$ cat src/rtl/vend_dispense_ctrl.sv
// ----------------------------------------------------------------------------
// vend_dispense_ctrl
//
// Sits downstream of the coin-accumulator FSM. It turns a registered vend flag
// plus a change code (number of 5 rs coins, 0..4) into a product-release
// req/ack handshake with the motor, followed by timed ejector pulses, one
// coin at a time. One further request can wait in a pending slot while a
// job runs. A request that arrives while that slot is still occupied is
// dropped and raises the sticky overflow flag. A motor that never answers
// within ACK_TIMEOUT cycles latches the FSM in FAULT until rst.
//
// Ports:
//   clk         clock
//   rst         synchronous, active-high reset
//   vend_in     product-release request from the accumulator
//   change_in   coins to return (0..4); codes 5..7 are never captured
//   prod_ack    motor acknowledge (level)
//   prod_req    motor request (registered)
//   coin_eject  ejector solenoid drive (registered)
//   busy        FSM not idle, or a request is pending (registered)
//   fault       sticky acknowledge-timeout flag (registered)
//   overflow    sticky dropped-request flag (registered)
//   vend_count  products released, wraps modulo 2^CNT_W
//   coin_count  coins ejected, wraps modulo 2^CNT_W
// ----------------------------------------------------------------------------
module vend_dispense_ctrl #(
    parameter int PULSE_CYCLES = 4,
    parameter int GAP_CYCLES   = 4,
    parameter int ACK_TIMEOUT  = 1000,
    parameter int CNT_W        = 8
) (
    input  logic             clk,
    input  logic             rst,
    input  logic             vend_in,
    input  logic [2:0]       change_in,
    input  logic             prod_ack,
    output logic             prod_req,
    output logic             coin_eject,
    output logic             busy,
    output logic             fault,
    output logic             overflow,
    output logic [CNT_W-1:0] vend_count,
    output logic [CNT_W-1:0] coin_count
);

    localparam int TMO_W  = $clog2(ACK_TIMEOUT + 1);
    localparam int PH_MAX = (PULSE_CYCLES > GAP_CYCLES) ? PULSE_CYCLES : GAP_CYCLES;
    localparam int PH_W   = $clog2(PH_MAX + 1);

    localparam logic [TMO_W-1:0] TMO_LAST   = TMO_W'(ACK_TIMEOUT - 1);
    localparam logic [PH_W-1:0]  PULSE_LAST = PH_W'(PULSE_CYCLES - 1);
    localparam logic [PH_W-1:0]  GAP_LAST   = PH_W'(GAP_CYCLES - 1);
    localparam logic [CNT_W-1:0] CNT_ONE    = CNT_W'(1);

    typedef enum logic [2:0] {
        ST_IDLE     = 3'd0,
        ST_PROD_REQ = 3'd1,
        ST_PROD_REL = 3'd2,
        ST_COIN_ON  = 3'd3,
        ST_COIN_GAP = 3'd4,
        ST_FAULT    = 3'd5
    } state_t;

    state_t             state_r, state_nx_s;

    logic [3:0]         prev_sample_r;
    logic [3:0]         sample_s;
    logic               capture_s;
    logic               load_s;
    logic               drop_s;

    logic               pend_valid_r, pend_valid_nx_s;
    logic               pend_vend_r,  pend_vend_nx_s;
    logic [2:0]         pend_change_r, pend_change_nx_s;

    logic [2:0]         rem_r, rem_nx_s;
    logic [TMO_W-1:0]   tmo_r, tmo_nx_s;
    logic [PH_W-1:0]    ph_r,  ph_nx_s;
    logic [CNT_W-1:0]   vend_count_r, vend_count_nx_s;
    logic [CNT_W-1:0]   coin_count_r, coin_count_nx_s;

    logic               prod_req_r;
    logic               coin_eject_r;
    logic               busy_r;
    logic               fault_r;
    logic               overflow_r;

    // A capture needs a non-empty, legal request that differs from last cycle's
    // sample, so a level held by the accumulator is taken only once.
    assign sample_s  = {vend_in, change_in};
    assign capture_s = (vend_in || (change_in != 3'd0)) && (change_in <= 3'd4) &&
                       (sample_s != prev_sample_r) && (state_r != ST_FAULT);
    assign load_s    = (state_r == ST_IDLE) && pend_valid_r;

    // Pending slot: a capture is accepted when the slot is empty or is being
    // handed to the FSM this very cycle; otherwise it is dropped.
    always_comb begin
        pend_valid_nx_s  = pend_valid_r;
        pend_vend_nx_s   = pend_vend_r;
        pend_change_nx_s = pend_change_r;
        drop_s           = 1'b0;
        if (state_r == ST_FAULT) begin
            pend_valid_nx_s = 1'b0;
        end else if (capture_s && (!pend_valid_r || load_s)) begin
            pend_valid_nx_s  = 1'b1;
            pend_vend_nx_s   = vend_in;
            pend_change_nx_s = change_in;
        end else if (capture_s) begin
            drop_s = 1'b1;
        end else if (load_s) begin
            pend_valid_nx_s = 1'b0;
        end else begin
            pend_valid_nx_s = pend_valid_r;
        end
    end

    // Next-state and datapath logic. Coin count advances on the edge that
    // enters COIN_ON, so it rises together with coin_eject.
    always_comb begin
        state_nx_s      = state_r;
        rem_nx_s        = rem_r;
        tmo_nx_s        = tmo_r;
        ph_nx_s         = ph_r;
        vend_count_nx_s = vend_count_r;
        coin_count_nx_s = coin_count_r;
        case (state_r)
            ST_IDLE: begin
                tmo_nx_s = '0;
                ph_nx_s  = '0;
                if (pend_valid_r) begin
                    rem_nx_s = pend_change_r;
                    if (pend_vend_r) begin
                        state_nx_s = ST_PROD_REQ;
                    end else begin
                        state_nx_s      = ST_COIN_ON;
                        coin_count_nx_s = coin_count_r + CNT_ONE;
                    end
                end else begin
                    state_nx_s = ST_IDLE;
                end
            end
            ST_PROD_REQ: begin
                // Ack is tested first so a simultaneous timeout loses.
                if (prod_ack) begin
                    state_nx_s      = ST_PROD_REL;
                    tmo_nx_s        = '0;
                    vend_count_nx_s = vend_count_r + CNT_ONE;
                end else if (tmo_r == TMO_LAST) begin
                    state_nx_s = ST_FAULT;
                end else begin
                    tmo_nx_s = tmo_r + TMO_W'(1);
                end
            end
            ST_PROD_REL: begin
                if (!prod_ack) begin
                    tmo_nx_s = '0;
                    ph_nx_s  = '0;
                    if (rem_r != 3'd0) begin
                        state_nx_s      = ST_COIN_ON;
                        coin_count_nx_s = coin_count_r + CNT_ONE;
                    end else begin
                        state_nx_s = ST_IDLE;
                    end
                end else if (tmo_r == TMO_LAST) begin
                    state_nx_s = ST_FAULT;
                end else begin
                    tmo_nx_s = tmo_r + TMO_W'(1);
                end
            end
            ST_COIN_ON: begin
                if (ph_r == PULSE_LAST) begin
                    state_nx_s = ST_COIN_GAP;
                    ph_nx_s    = '0;
                end else begin
                    ph_nx_s = ph_r + PH_W'(1);
                end
            end
            ST_COIN_GAP: begin
                if (ph_r == GAP_LAST) begin
                    ph_nx_s  = '0;
                    rem_nx_s = rem_r - 3'd1;
                    if (rem_r == 3'd1) begin
                        state_nx_s = ST_IDLE;
                    end else begin
                        state_nx_s      = ST_COIN_ON;
                        coin_count_nx_s = coin_count_r + CNT_ONE;
                    end
                end else begin
                    ph_nx_s = ph_r + PH_W'(1);
                end
            end
            ST_FAULT: begin
                state_nx_s = ST_FAULT;
            end
            default: begin
                state_nx_s = ST_FAULT;
            end
        endcase
    end

    // FSM state register.
    always_ff @(posedge clk) begin
        if (rst) begin
            state_r <= ST_IDLE;
        end else begin
            state_r <= state_nx_s;
        end
    end

    // Datapath, pending slot, counters and registered outputs. Outputs are
    // decoded from the next state so they change on the same edge as the FSM.
    always_ff @(posedge clk) begin
        if (rst) begin
            prev_sample_r <= 4'd0;
            pend_valid_r  <= 1'b0;
            pend_vend_r   <= 1'b0;
            pend_change_r <= 3'd0;
            rem_r         <= 3'd0;
            tmo_r         <= '0;
            ph_r          <= '0;
            vend_count_r  <= '0;
            coin_count_r  <= '0;
            prod_req_r    <= 1'b0;
            coin_eject_r  <= 1'b0;
            busy_r        <= 1'b0;
            fault_r       <= 1'b0;
            overflow_r    <= 1'b0;
        end else begin
            prev_sample_r <= sample_s;
            pend_valid_r  <= pend_valid_nx_s;
            pend_vend_r   <= pend_vend_nx_s;
            pend_change_r <= pend_change_nx_s;
            rem_r         <= rem_nx_s;
            tmo_r         <= tmo_nx_s;
            ph_r          <= ph_nx_s;
            vend_count_r  <= vend_count_nx_s;
            coin_count_r  <= coin_count_nx_s;
            prod_req_r    <= (state_nx_s == ST_PROD_REQ);
            coin_eject_r  <= (state_nx_s == ST_COIN_ON);
            busy_r        <= (state_nx_s != ST_IDLE) || pend_valid_nx_s;
            fault_r       <= (state_nx_s == ST_FAULT);
            overflow_r    <= overflow_r || drop_s;
        end
    end

    assign prod_req   = prod_req_r;
    assign coin_eject = coin_eject_r;
    assign busy       = busy_r;
    assign fault      = fault_r;
    assign overflow   = overflow_r;
    assign vend_count = vend_count_r;
    assign coin_count = coin_count_r;

endmodule

$ cat config.mk
export PLATFORM = sky130hd
export DESIGN_NAME = vend_dispense_ctrl
export DESIGN_NICKNAME = d
export VERILOG_FILES = /design/src/rtl/vend_dispense_ctrl.sv
export SDC_FILE = /design/constraint.sdc
export NUM_CORES = 1
export LEC_CHECK = 0
export BUFFER_PORTS_ARGS = -buffer_cell sky130_fd_sc_hd__buf_2
export CAP_MARGIN = 5
export CORE_MARGIN = 2
export CORE_UTILIZATION = 55
export DETAILED_ROUTE_END_ITERATION = 16
export GPL_TIMING_DRIVEN = 0
export PLACE_DENSITY = 0.76
export SLEW_MARGIN = 20
export SYNTH_ARGS = -nofsm -noshare
export SYNTH_HDL_FRONTEND = slang
export SYNTH_SLANG_ARGS = --single-unit
$ cat constraint.sdc
create_clock -name clk -period 2.2 [get_ports clk]
set_input_delay 0.55 -clock clk [delete_from_list [all_inputs] [get_ports clk]]
set_output_delay 0.55 -clock clk [all_outputs]
set_load 0.03 [all_outputs]
Word-level counts from Yosys, hierarchy flattened
Index checks and enable logic that the tools add are counted.

Register bits after elaboration: 49. Bits of input ports: 7. Output and inout bits: 21.

Add/sub/neg operators: 5. $lt $le $gt $ge: 1. Equality and inequality tests: 19. Mux-type cells: 34. Bitwise logic cells: 1. Reductions and logical operators: 24.

Operator list (number): 2-to-1 mux 8 bit (6); 2-to-1 mux 10 bit (3); 2-to-1 mux 3 bit (10); case mux 10 bit (3 select lines) (1); case mux 8 bit (3 select lines) (1); nonzero test 3 bit (6); adder 8 x 1 -> 8 bit (second input constant) (2); case mux 3 bit (5 select lines) (1); == test 3 x 2 -> 1 bit (second input constant) (4); inequality test 2 bit (second input constant) (6); adder 10 x 1 -> 10 bit (second input constant) (1); == test 10 bit (second input constant) (1); == test 3 x 1 -> 1 bit (second input constant) (3); == test 3 bit (second input constant) (3); case mux 3 bit (3 select lines) (1); 2-to-1 mux 1 bit (7); AND reduction 7 bit (1); 2-to-1 mux 2 bit (3); case mux 3 bit (2 select lines) (1); AND reduction 2 bit (3); logical AND 1 bit (5); logical OR 1 bit (4); inequality test 4 bit (1); adder 3 x 1 -> 3 bit (second input constant) (1); 9 further kinds (9).

Logic depth before layout (Yosys ltp)
Gate-level depths: netlist of the first run.

Word-level depth: 9. Mapped depth: 7. Mapped depth without buffers: 7.

Least setup slack after synthesis of the first run
Ideal clock, no wire load.

Path type: input to register. Start point: input port prod_ack. End point: register prod_req_r, in the netlist prod_req. Library setup time: 0.131 ns. Data arrival time: 1.620 ns. Required time: 2.069 ns. Slack: 0.449 ns. Cell stages on the path: 5. Path buffers: 0. Cell sequence: or3b_1 > a21oi_2 > a2bb2oi_1 > nor3b_1 > nor3b_1.

Word-level cells in the longest chain between the ends: 3.

Ends and longest elaborated chain: start: declaration (RTL line 36) `input logic prod_ack,`; 2-to-1 mux 3 bit, on equally long branches (RTL line 155, 144); case mux 3 bit (5 select lines) * (RTL line 126) `case (state_r)`; == test 3 x 1 -> 1 bit * (RTL line 238) `prod_req_r <= (state_nx_s == ST_PROD_REQ);`; end signal: assignment (RTL line 238); end: declaration (RTL line 82) `logic prod_req_r;`.

Every way passes the cells marked *; elsewhere a longest branch is shown, timed or not. A chain may end at the register's enable or synchronous reset.

Final worst setup path of the first run
Start point: register ph_r[0]. End point: register prod_req_r, in the netlist prod_req.

Word-level cells in the longest chain between the ends: 4.

Ends and longest elaborated chain: start: declaration (RTL line 78) `logic [PH_W-1:0] ph_r, ph_nx_s;`; start signal: assignment (RTL line 235) `ph_r <= ph_nx_s;`; == test 3 x 2 -> 1 bit * (RTL line 171, 179); 2-to-1 mux 3 bit, on equally long branches (RTL line 179, 171); case mux 3 bit (5 select lines) * (RTL line 126); == test 3 x 1 -> 1 bit * (RTL line 238).

Marks and branches as above.

==> results by group, run 1 <==
Floorplanning
  – Die Footprint: 0.00493 sq mm
  – Die X: 70.2 um
  – # IOs: 28
  – Num rows: 24
  – CORE AREA: 0.00429 sq mm
  – Die Ht: 70.2 um
  – Initial core utilization: 0.561

Global routing
  – Initial antenna violation count: 0
  – First-pass GRT wire length: 8.03 mm
  – Vias in the first global route: 1,756
  – Global route overflow: 0
  – Largest net degree at the start of global routing: 14
  – Gr usage total: 0.202

Routing
  – Drt total wl: 4.70 mm
  – Pre-Repair DR Iteration Count: 4
  – WL per Instance: 13.1 um
  – DR vias: 2,002
  – Drc violations: 0
  – Via density: 5.59
  – DR iter-0 viols: 132
  – Final ANT Viol Nets: 0

CTS
  – CTS buffer count: 5
  – Post-CTS Setup Inserts: 0
  – CTS Hold Buffers Added: 0
  – TritonCTS sink count: 49
  – Post-cts resize count: 0
  – CTS tree: done
  – H-tree level count: 2
  – CTS clock-pin slew for the worst setup and hold paths: 0.08 ns
  – Worst skew pair latency: 0.30 ns
  – Max Buffers Root-to-Sink: 2
  – Root Buffer: clkbuf_8

Finish
  – ANT cells: 0
  – Layout cell share with drive strength beyond 1: 0.141
  – Synthesis-to-layout area growth: 11.4%
  – Finished Cell Area: 0.00269 sq mm
  – Commonest non-fill, non-tap cells in the layout: 49 x dfxtp_1, 44 x nor2_1, 30 x buf_2
  – Fin util: 0.626
  – Layout Cells excl Fill: 358
  – Fill cell instance count of the final layout: 382
  – Nets@finish: 319
  – Most common cell after layout, fill and taps aside: dfxtp_1

Setup path
  – Critical path, cell by cell: ha_1 -> or3b_1 -> a21oi_1 -> a2bb2oi_1 -> nor3b_1 -> nor3b_1
  – FF-to-FF Start: ph_r[0]
  – Reg2Reg Setup Slack: 0.24 ns
  – Worst path max stage delay: 0.36 ns
  – Crit start category: flop
  – Crit path DAT: 2.17 ns
  – R2R Path End: prod_req
  – Crit path launch: ph_r[0]
  – Critical path data required time: 2.42 ns
  – CP most frequent cell: nor3b_1
  – Cells on worst reg2reg path: 6
  – Crit path kind: flop to flop
  – CP endpoint kind: flop
  – Crit-path max FO: 5
  – Slowest-stage cell, CP: dfxtp_1

STA
  – Setup violators final: 0
  – Final WS setup: 0.244 ns
  – Max Freq: 511 MHz
  – Slew margin rel.: 0.640
  – Final clock skew: 0.00238 ns
  – Final hold violations: 0
  – Setup TNS: 0 ns
  – RSZ-0062 raised after global routing: no
  – Worst slew pin tran: 0.539 ns
  – Final worst path period need: 1.96 ns
  – Final period utilization: 0.889
  – Final Max Tran Viols: 0

Logic synthesis
  – Post-synth cell types: 47
  – EDFF count, synth: 0
  – Main synth FF type: dfxtp_1
  – Mapped Area: 0.00241 sq mm
  – Warnings from Yosys: 0
  – Sequential area share after synthesis: 0.407
  – Cells after Synth: 272
  – #FFs+latches synth: 49
  – Syn nets: 286
  – Synth Area per Inst: 8.86 sq um
  – Post-synth ARST share: 0

Pwr
  – Peak VDD IR: 0.379 mV
  – Pleak: 1.04 nW
  – Logic pwr share: 0.160
  – Sw Share: 0.277
  – Flop pwr share: 0.548
  – Clk pwr share: 0.292
  – Switch Pwr: 0.000479 W
  – Int Pwr: 0.00125 W
  – Pwr/cell area: 645 mW/mm^2

Placement
  – Post-place setup slack: 0.0781 ns
  – Placed insts: 350
  – Gpl congestion: 0.864
  – DP Area: 0.00261 sq mm
  – Port bufs: 26
  – Post-DP HPWL: 3.47 mm

Job
  – Max_cap viols: 0

Hold path
  – Worst Hold Launch: pend_change_r[0]
  – HP Class: flop to flop
  – Hold Path Sink: rem_r[0]
  – Worst hold path stage count: 2

Status
  – Status: finished clean
routing by layer:
layer | track usage | share of wire
met5 | 0 | 0
met4 | 0.0812 | 0.023
met3 | 0.0505 | 0.041
met2 | 0.305 | 0.46
met1 | 0.277 | 0.48
power by group through the flow:
stage	clock (W)	combinational [W]	sequential [W]
after floorplan	0	0.000188	0.000990
after global placement	0	0.000271	0.000969
after detailed placement	0	0.000275	0.000969
after CTS	0.000519	0.000277	0.000949
after global routing	0.000551	0.000311	0.000955
final	0.000506	0.000277	0.000949
worst max-delay path by stage:
stage	endpoint	slack, ns	cells past startpoint
after global placement	prod_req	0.10	6
final	prod_req	0.24	6
after CTS	prod_req	0.25	6
after floorplan	prod_req	0.45	5
after detailed placement	prod_req	0.08	6
after global routing	prod_req	0.07	6
flip-flops by register name (all words and copies together), names as in the netlist:
register       count
fault              1
busy               1
pend_change_r      3
coin_count         8
vend_count         8
coin_eject         1
tmo_r             10
prev_sample_r      4
pend_valid_r       1
prod_req           1
pend_vend_r        1
overflow           1
ph_r               3
rem_r              3
state_r            3
cell families after synthesis:
kind of cell             count (synthesis)  share of synthesized area
AO/OA/AOI/OAI                           50                      0.152
XOR/XNOR                                23                     0.0836
adder cells (fa/ha/maj)                  7                     0.0363
buffers and inverters                   19                     0.0317
flip-flops                              49                      0.407
multiplexers                             8                     0.0332
AND/OR/NAND/NOR                        116                      0.256
cell usage after synthesis (2+ instances only):
cell type / number / area (sq um)
nor3b_1: 4 / 30.0
dfxtp_1: 49 / 981
xnor2_1: 9 / 78.8
buf_2: 4 / 20.0
nand3b_1: 4 / 30.0
nand4_1: 6 / 37.5
nor2_1: 44 / 165
xor2_1: 14 / 123
nor4_1: 3 / 18.8
a21o_1: 2 / 15.0
o21a_1: 2 / 15.0
inv_1: 6 / 22.5
nand2_1: 11 / 41.3
mux2i_1: 8 / 80.1
o21ai_0: 9 / 45.0
a22oi_1: 3 / 22.5
and4_1: 2 / 17.5
clkbuf_1: 8 / 30.0
nor2b_1: 9 / 56.3
o31a_1: 2 / 17.5
or4_1: 3 / 22.5
a21oi_1: 15 / 75.1
or3b_1: 2 / 17.5
nor3_1: 4 / 20.0
nand3_1: 11 / 55.1
a211oi_1: 4 / 30.0
nand2b_1: 3 / 18.8
o21bai_1: 2 / 15.0
or3_1: 4 / 25.0
ha_1: 7 / 87.6
a31oi_1: 2 / 12.5
stage by stage:
stage          hold slack (ns)  total power (W)
2_1_floorplan            0.447          0.00118
3_3_place_gp             0.451          0.00124
3_5_place_dp             0.475          0.00124
4_1_cts                  0.487          0.00174
5_1_grt                  0.508          0.00182
6_report                 0.481          0.00173
critical path: cells and delay by family (launching register included):
| family | cells | cell delay [ns] |
|---|---|---|
| compound gates | 2 | 0.42 |
| fa+ha+maj | 1 | 0.23 |
| flops | 1 | 0.36 |
| simple gates | 3 | 0.87 |
final cells by class:
class / instances / area (sq um) / area share
flip-flops and latches: 49 / 981 / 0.365
inverters: 6 / 22.5 / 0.00838
well taps: 52 / 65.1 / 0.0242
multi-input cells: 204 / 1350 / 0.504
repair buffers: 26 / 130 / 0.0484
clock buffers: 8 / 80.1 / 0.0298
plain buffers: 13 / 53.8 / 0.0200
Power figures use the tool's default switching activity.
==> run 2: changes to the inputs <==
--- a/config.mk
+++ b/config.mk
@@ -8,10 +8,10 @@
 export BUFFER_PORTS_ARGS = -buffer_cell sky130_fd_sc_hd__buf_2
 export CAP_MARGIN = 5
 export CORE_MARGIN = 2
-export CORE_UTILIZATION = 55
+export CORE_UTILIZATION = 40
 export DETAILED_ROUTE_END_ITERATION = 16
 export GPL_TIMING_DRIVEN = 0
-export PLACE_DENSITY = 0.76
+export PLACE_DENSITY_LB_ADDON = 0.12
 export SLEW_MARGIN = 20
 export SYNTH_ARGS = -nofsm -noshare
 export SYNTH_HDL_FRONTEND = slang
==> results by group, run 2 (same netlist as run 1, synthesis figures left out) <==
STA
  – Setup TNS: 0 ns (unchanged)
  – Final hold violations: 0 (unchanged)
  – Final clock skew: 0.0127 ns (was 0.00238 ns)
  – Setup violators final: 0 (unchanged)
  – Final Max Tran Viols: 0 (unchanged)
  – Max Freq: 511 MHz (about the same)
  – Final worst path period need: 1.96 ns (about the same)
  – Worst slew pin tran: 0.547 ns (was 0.539 ns)
  – RSZ-0062 raised after global routing: no (unchanged)
  – Slew margin rel.: 0.636 (was 0.640)
  – Final period utilization: 0.890 (was 0.889)

Pwr
  – Peak VDD IR: 0.301 mV (was 0.379 mV)
  – Switch Pwr: 0.000508 W (was 0.000479 W)
  – Logic pwr share: 0.155 (was 0.160)
  – Pwr/cell area: 655 mW/mm^2 (was 645 mW/mm^2)
  – Pleak: 1.05 nW (was 1.04 nW)
  – Flop pwr share: 0.531 (was 0.548)
  – Sw Share: 0.284 (was 0.277)
  – Clk pwr share: 0.314 (was 0.292)
  – Int Pwr: 0.00128 W (was 0.00125 W)

Routing
  – DR iter-0 viols: 87 (was 132)
  – WL per Instance: 12.9 um (was 13.1 um)
  – Via density: 5.15 (was 5.59)
  – Drc violations: 0 (unchanged)
  – Final ANT Viol Nets: 0 (unchanged)
  – DR vias: 1,963 (was 2,002)
  – Pre-Repair DR Iteration Count: 4 (unchanged)
  – Drt total wl: 4.91 mm (was 4.70 mm)

Status
  – Status: finished clean (unchanged)

Setup path
  – Crit path launch: ph_r[0] (unchanged)
  – Reg2Reg Setup Slack: 0.24 ns (about the same)
  – Crit start category: flop (unchanged)
  – Crit-path max FO: 5 (unchanged)
  – CP endpoint kind: flop (unchanged)
  – Worst path depth: 6 (unchanged)
  – Worst path max stage delay: 0.36 ns (about the same)
  – Cells on worst reg2reg path: 6 (unchanged)
  – Critical path data required time: 2.42 ns (about the same)
  – Worst Path Buf+Inv: 0 (unchanged)
  – Critical path, cell by cell: ha_1 -> or3b_1 -> a21oi_1 -> a2bb2oi_1 -> nor3b_1 -> nor3b_1 (unchanged)
  – Crit path kind: flop to flop (unchanged)
  – Crit path DAT: 2.18 ns (was 2.17 ns)
  – CP delay by family, top: simple AND/OR/NAND/NOR gates (unchanged)
  – CP most frequent cell: nor3b_1 (unchanged)
  – R2R Path End: prod_req (unchanged)
  – Slowest-stage cell, CP: dfxtp_1 (unchanged)
  – FF-to-FF Start: ph_r[0] (unchanged)
  – Worst Setup EP: prod_req (unchanged)

CTS
  – Worst skew pair latency: 0.31 ns (was 0.30 ns)
  – Max Buffers Root-to-Sink: 2 (unchanged)
  – H-tree level count: 2 (unchanged)
  – CTS buffer count: 5 (unchanged)
  – CTS clock-pin slew for the worst setup and hold paths: 0.09 ns (was 0.08 ns)
  – Root Buffer: clkbuf_8 (unchanged)
  – CTS Hold Buffers Added: 0 (unchanged)
  – Post-cts resize count: 0 (unchanged)
  – TritonCTS sink count: 49 (unchanged)
  – CTS tree: done (unchanged)
  – Post-CTS Setup Inserts: 0 (unchanged)

Finish
  – Register bank with the most flops: tmo_r (unchanged)
  – Commonest non-fill, non-tap cells in the layout: 49 x dfxtp_1, 44 x nor2_1, 30 x buf_2 (unchanged)
  – Layout Cells excl Fill: 381 (was 358)
  – Most common cell after layout, fill and taps aside: dfxtp_1 (unchanged)
  – Area of the multi-input gates: 0.00135 sq mm (unchanged)
  – Synthesis-to-layout area growth: 13.3% (was 11.4%)
  – Layout cell share with drive strength beyond 1: 0.150 (was 0.141)
  – Number of flip-flops in the largest register: 10 (unchanged)
  – ANT cells: 0 (unchanged)
  – FF+latch area: 981 sq um (unchanged)
  – Fill cell instance count of the final layout: 599 (was 382)
  – Nets@finish: 319 (unchanged)

Global routing
  – Gr usage total: 0.160 (was 0.202)
  – Vias in the first global route: 1,763 (was 1,756)
  – Initial antenna violation count: 0 (unchanged)
  – Global route overflow: 0 (unchanged)
  – Largest net degree at the start of global routing: 16 (was 14)
  – First-pass GRT wire length: 8.27 mm (was 8.03 mm)

Floorplanning
  – CORE AREA: 0.00589 sq mm (was 0.00429 sq mm)
  – Initial core utilization: 0.410 (was 0.561)
  – Die Footprint: 0.00666 sq mm (was 0.00493 sq mm)
  – Die X: 81.6 um (was 70.2 um)
  – Num rows: 28 (was 24)
  – # IOs: 28 (unchanged)
  – Die Ht: 81.6 um (was 70.2 um)

Placement
  – Port bufs: 26 (unchanged)
  – Gpl congestion: 0.862 (was 0.864)
  – Placed insts: 373 (was 350)
  – Post-DP HPWL: 3.57 mm (was 3.47 mm)

Job
  – Max_cap viols: 0 (unchanged)

Hold path
  – HP Class: flop to flop (unchanged)
run 2: how the worst min path moves through the flow:
stage	cells past startpoint	from	end	slack, ns
final	2	overflow	overflow	0.48
after global routing	2	overflow	overflow	0.49
after CTS	2	overflow	overflow	0.49
after detailed placement	2	overflow	overflow	0.46
after global placement	2	overflow	overflow	0.46
after floorplan	2	pend_change_r[0]	rem_r[0]	0.45
run 2: metal layers:
layer / global-route usage / part of all wire / wire (um)
met1: 0.221 / 0.52 / 2530
met2: 0.242 / 0.43 / 2090
met5: 0 / 0 / 0
met3: 0.0297 / 0.029 / 142
met4: 0.0750 / 0.028 / 139
run 2: through the flow:
stage               setup slack [ns]  utilization  instance area, sq um  hold WS [ns]  total power, W
global route                  0.0719        0.464                  2730         0.494         0.00188
finish                         0.243        0.464                  2730         0.484         0.00179
detailed placement            0.0891        0.448                  2640         0.461         0.00125
CTS                            0.239        0.464                  2730         0.486         0.00182
global placement              0.0699        0.448                  2640         0.461         0.00125
floorplan                      0.449            -                  2410         0.447         0.00118
run 2: layout make-up:
| type | count | area share |
|---|---|---|
| timing repair buffer | 26 | 0.0476 |
| multi-input combinational | 204 | 0.496 |
| buffer | 13 | 0.0197 |
| clock inverter | 2 | 0.00504 |
| sequential | 49 | 0.359 |
| clock buffer | 6 | 0.0302 |
| tap | 75 | 0.0344 |
| inverter | 6 | 0.00825 |
run 2: power groups by stage:
stage               Combinational, W  Clock (W)  Sequential [W]
global route                0.000306   0.000614        0.000955
CTS                         0.000280   0.000586        0.000950
global placement            0.000276          0        0.000970
detailed placement          0.000278          0        0.000970
finish                      0.000278   0.000562        0.000950
floorplan                   0.000188          0        0.000990
run 2: worst min-delay path: cells and delay by family (launching register included):
family          cells  cell delay [ns]
simple gates        1             0.07
flops               1             0.34
compound gates      1             0.04
==> run 3: changes to the inputs <==
--- a/config.mk
+++ b/config.mk
@@ -8,7 +8,7 @@
 export BUFFER_PORTS_ARGS = -buffer_cell sky130_fd_sc_hd__buf_2
 export CAP_MARGIN = 5
 export CORE_MARGIN = 2
-export CORE_UTILIZATION = 40
+export CORE_UTILIZATION = 45
 export DETAILED_ROUTE_END_ITERATION = 16
 export GPL_TIMING_DRIVEN = 0
 export PLACE_DENSITY_LB_ADDON = 0.12
==> results by group, run 3 (same netlist as run 1, synthesis figures left out) <==
Status
  – Status: finished clean (unchanged)

CTS
  – Post-cts resize count: 0 (unchanged)
  – TritonCTS sink count: 49 (unchanged)
  – CTS clock-pin slew for the worst setup and hold paths: 0.08 ns (was 0.09 ns)
  – CTS tree: done (unchanged)
  – CTS buffer count: 5 (unchanged)
  – Root Buffer: clkbuf_8 (unchanged)
  – Post-CTS Setup Inserts: 0 (unchanged)
  – CTS Hold Buffers Added: 0 (unchanged)
  – Worst skew pair latency: 0.30 ns (was 0.31 ns)
  – Max Buffers Root-to-Sink: 2 (unchanged)
  – H-tree level count: 2 (unchanged)

Floorplanning
  – Num rows: 26 (was 28)
  – Die Footprint: 0.00596 sq mm (was 0.00666 sq mm)
  – Initial core utilization: 0.469 (was 0.410)
  – # IOs: 28 (unchanged)
  – Die Ht: 77.2 um (was 81.6 um)
  – CORE AREA: 0.00514 sq mm (was 0.00589 sq mm)
  – Die X: 77.2 um (was 81.6 um)

STA
  – Final period utilization: 0.903 (was 0.890)
  – Final clock skew: 0.00661 ns (was 0.0127 ns)
  – Setup TNS: 0 ns (unchanged)
  – Setup violators final: 0 (unchanged)
  – Final worst path period need: 1.99 ns (was 1.96 ns)
  – Max Freq: 503 MHz (was 511 MHz)
  – Final hold violations: 0 (unchanged)
  – Final WS setup: 0.214 ns (was 0.243 ns)
  – Final Max Tran Viols: 0 (unchanged)
  – Slew margin rel.: 0.635 (was 0.636)
  – RSZ-0062 raised after global routing: no (unchanged)
  – Worst slew pin tran: 0.548 ns (was 0.547 ns)

Finish
  – Nets@finish: 319 (unchanged)
  – Layout Cells excl Fill: 375 (was 381)
  – Register bank with the most flops: tmo_r (unchanged)
  – ANT cells: 0 (unchanged)
  – Layout cell share with drive strength beyond 1: 0.144 (was 0.150)
  – Commonest non-fill, non-tap cells in the layout: 49 x dfxtp_1, 44 x nor2_1, 30 x buf_2 (unchanged)
  – Most common cell after layout, fill and taps aside: dfxtp_1 (unchanged)
  – Number of flip-flops in the largest register: 10 (unchanged)
  – Synthesis-to-layout area growth: 12.6% (was 13.3%)

Global routing
  – Largest net degree at the start of global routing: 14 (was 16)
  – First-pass GRT wire length: 8.31 mm (was 8.27 mm)
  – Global route overflow: 0 (unchanged)
  – Initial antenna violation count: 0 (unchanged)
  – Vias in the first global route: 1,793 (was 1,763)
  – Gr usage total: 0.173 (was 0.160)

Setup path
  – Critical path data required time: 2.42 ns (about the same)
  – Slowest-stage cell, CP: dfxtp_1 (unchanged)
  – CP endpoint kind: flop (unchanged)
  – CP most frequent cell: nor3b_1 (unchanged)
  – Crit path kind: flop to flop (unchanged)
  – Crit-path max FO: 5 (unchanged)
  – Critical path, cell by cell: ha_1 -> or3b_1 -> a21oi_1 -> a2bb2oi_1 -> nor3b_1 -> nor3b_1 (unchanged)
  – Worst path max stage delay: 0.36 ns (about the same)
  – Crit path DAT: 2.21 ns (was 2.18 ns)
  – Crit start category: flop (unchanged)

Placement
  – Gpl congestion: 0.870 (was 0.862)
  – Placed insts: 368 (was 373)
  – Port bufs: 26 (unchanged)
  – Post-place setup slack: 0.0837 ns (was 0.0891 ns)
  – Post-DP HPWL: 3.50 mm (was 3.57 mm)

Routing
  – Drc violations: 0 (unchanged)
  – Via density: 5.26 (was 5.15)
  – DR iter-0 viols: 172 (was 87)
  – DR vias: 1,973 (was 1,963)
  – Final ANT Viol Nets: 0 (unchanged)
  – Drt total wl: 4.79 mm (was 4.91 mm)
  – Pre-Repair DR Iteration Count: 4 (unchanged)
  – WL per Instance: 12.8 um (was 12.9 um)

Job
  – Max_cap viols: 0 (unchanged)

Pwr
  – Pleak: 1.04 nW (was 1.05 nW)
  – Pwr/cell area: 648 mW/mm^2 (was 655 mW/mm^2)
  – Total chip power: 0.00176 W (was 0.00179 W)
  – Peak VDD IR: 0.250 mV (was 0.301 mV)

Hold path
  – HP Class: flop to flop (unchanged)
## run 3: path summary, 6_finish.rpt
path	startpoint	cells past startpoint	slack [ns]	to
max	ph_r[0]	6	0.21	prod_req
min	tmo_r[1]	2	0.48	tmo_r[1]
max reg2reg	ph_r[0]	6	0.21	prod_req
min reg2reg	tmo_r[1]	2	0.48	tmo_r[1]
## run 3: per-stage QoR
stage / hold WS [ns] / utilization / area [sq um]
floorplan: 0.447 / - / 2410
global placement: 0.455 / 0.511 / 2630
detailed placement: 0.460 / 0.511 / 2630
CTS: 0.482 / 0.528 / 2720
global route: 0.515 / 0.528 / 2720
finish: 0.481 / 0.528 / 2720
## run 3: where the power goes
| group | total [W] | switching (W) | leakage (nW) | internal (W) |
|---|---|---|---|---|
| clock network | 0.000531 | 0.000281 | 0.0443 | 0.000250 |
| registers | 0.000949 | 0.0000282 | 0.398 | 0.000921 |
| logic | 0.000279 | 0.000174 | 0.602 | 0.000105 |
| total | 0.00176 | 0.000484 | 1.04 | 0.00128 |
## run 3: critical path: cells and delay by family (launching register included)
family	cells	cell delay [ns]
adders and majority gates	1	0.23
and+or+nand+nor	3	0.89
DFF	1	0.36
AOI/OAI and AO/OA	2	0.42
## run 3: final cells by class
| cell class | count | area, sq um |
|---|---|---|
| Buffer | 13 | 53.8 |
| Multi-Input combinational cell | 204 | 1350 |
| Clock buffer | 7 | 86.3 |
| Timing Repair Buffer | 26 | 130 |
| Tap cell | 70 | 87.6 |
| Sequential cell | 49 | 981 |
| Fill cell | 520 | 2420 |
| Inverter | 6 | 22.5 |
## run 3: metal layers
layer / wire, um / track usage / vias to the layer above / share of wire
li1: - / - / 1029 / -
met1: 2380 / 0.232 / 904 / 0.50
met2: 2190 / 0.274 / 36 / 0.46
met3: 174 / 0.0424 / 4 / 0.036
met4: 41 / 0.0536 / 0 / 0.0086
met5: 0 / 0 / - / 0
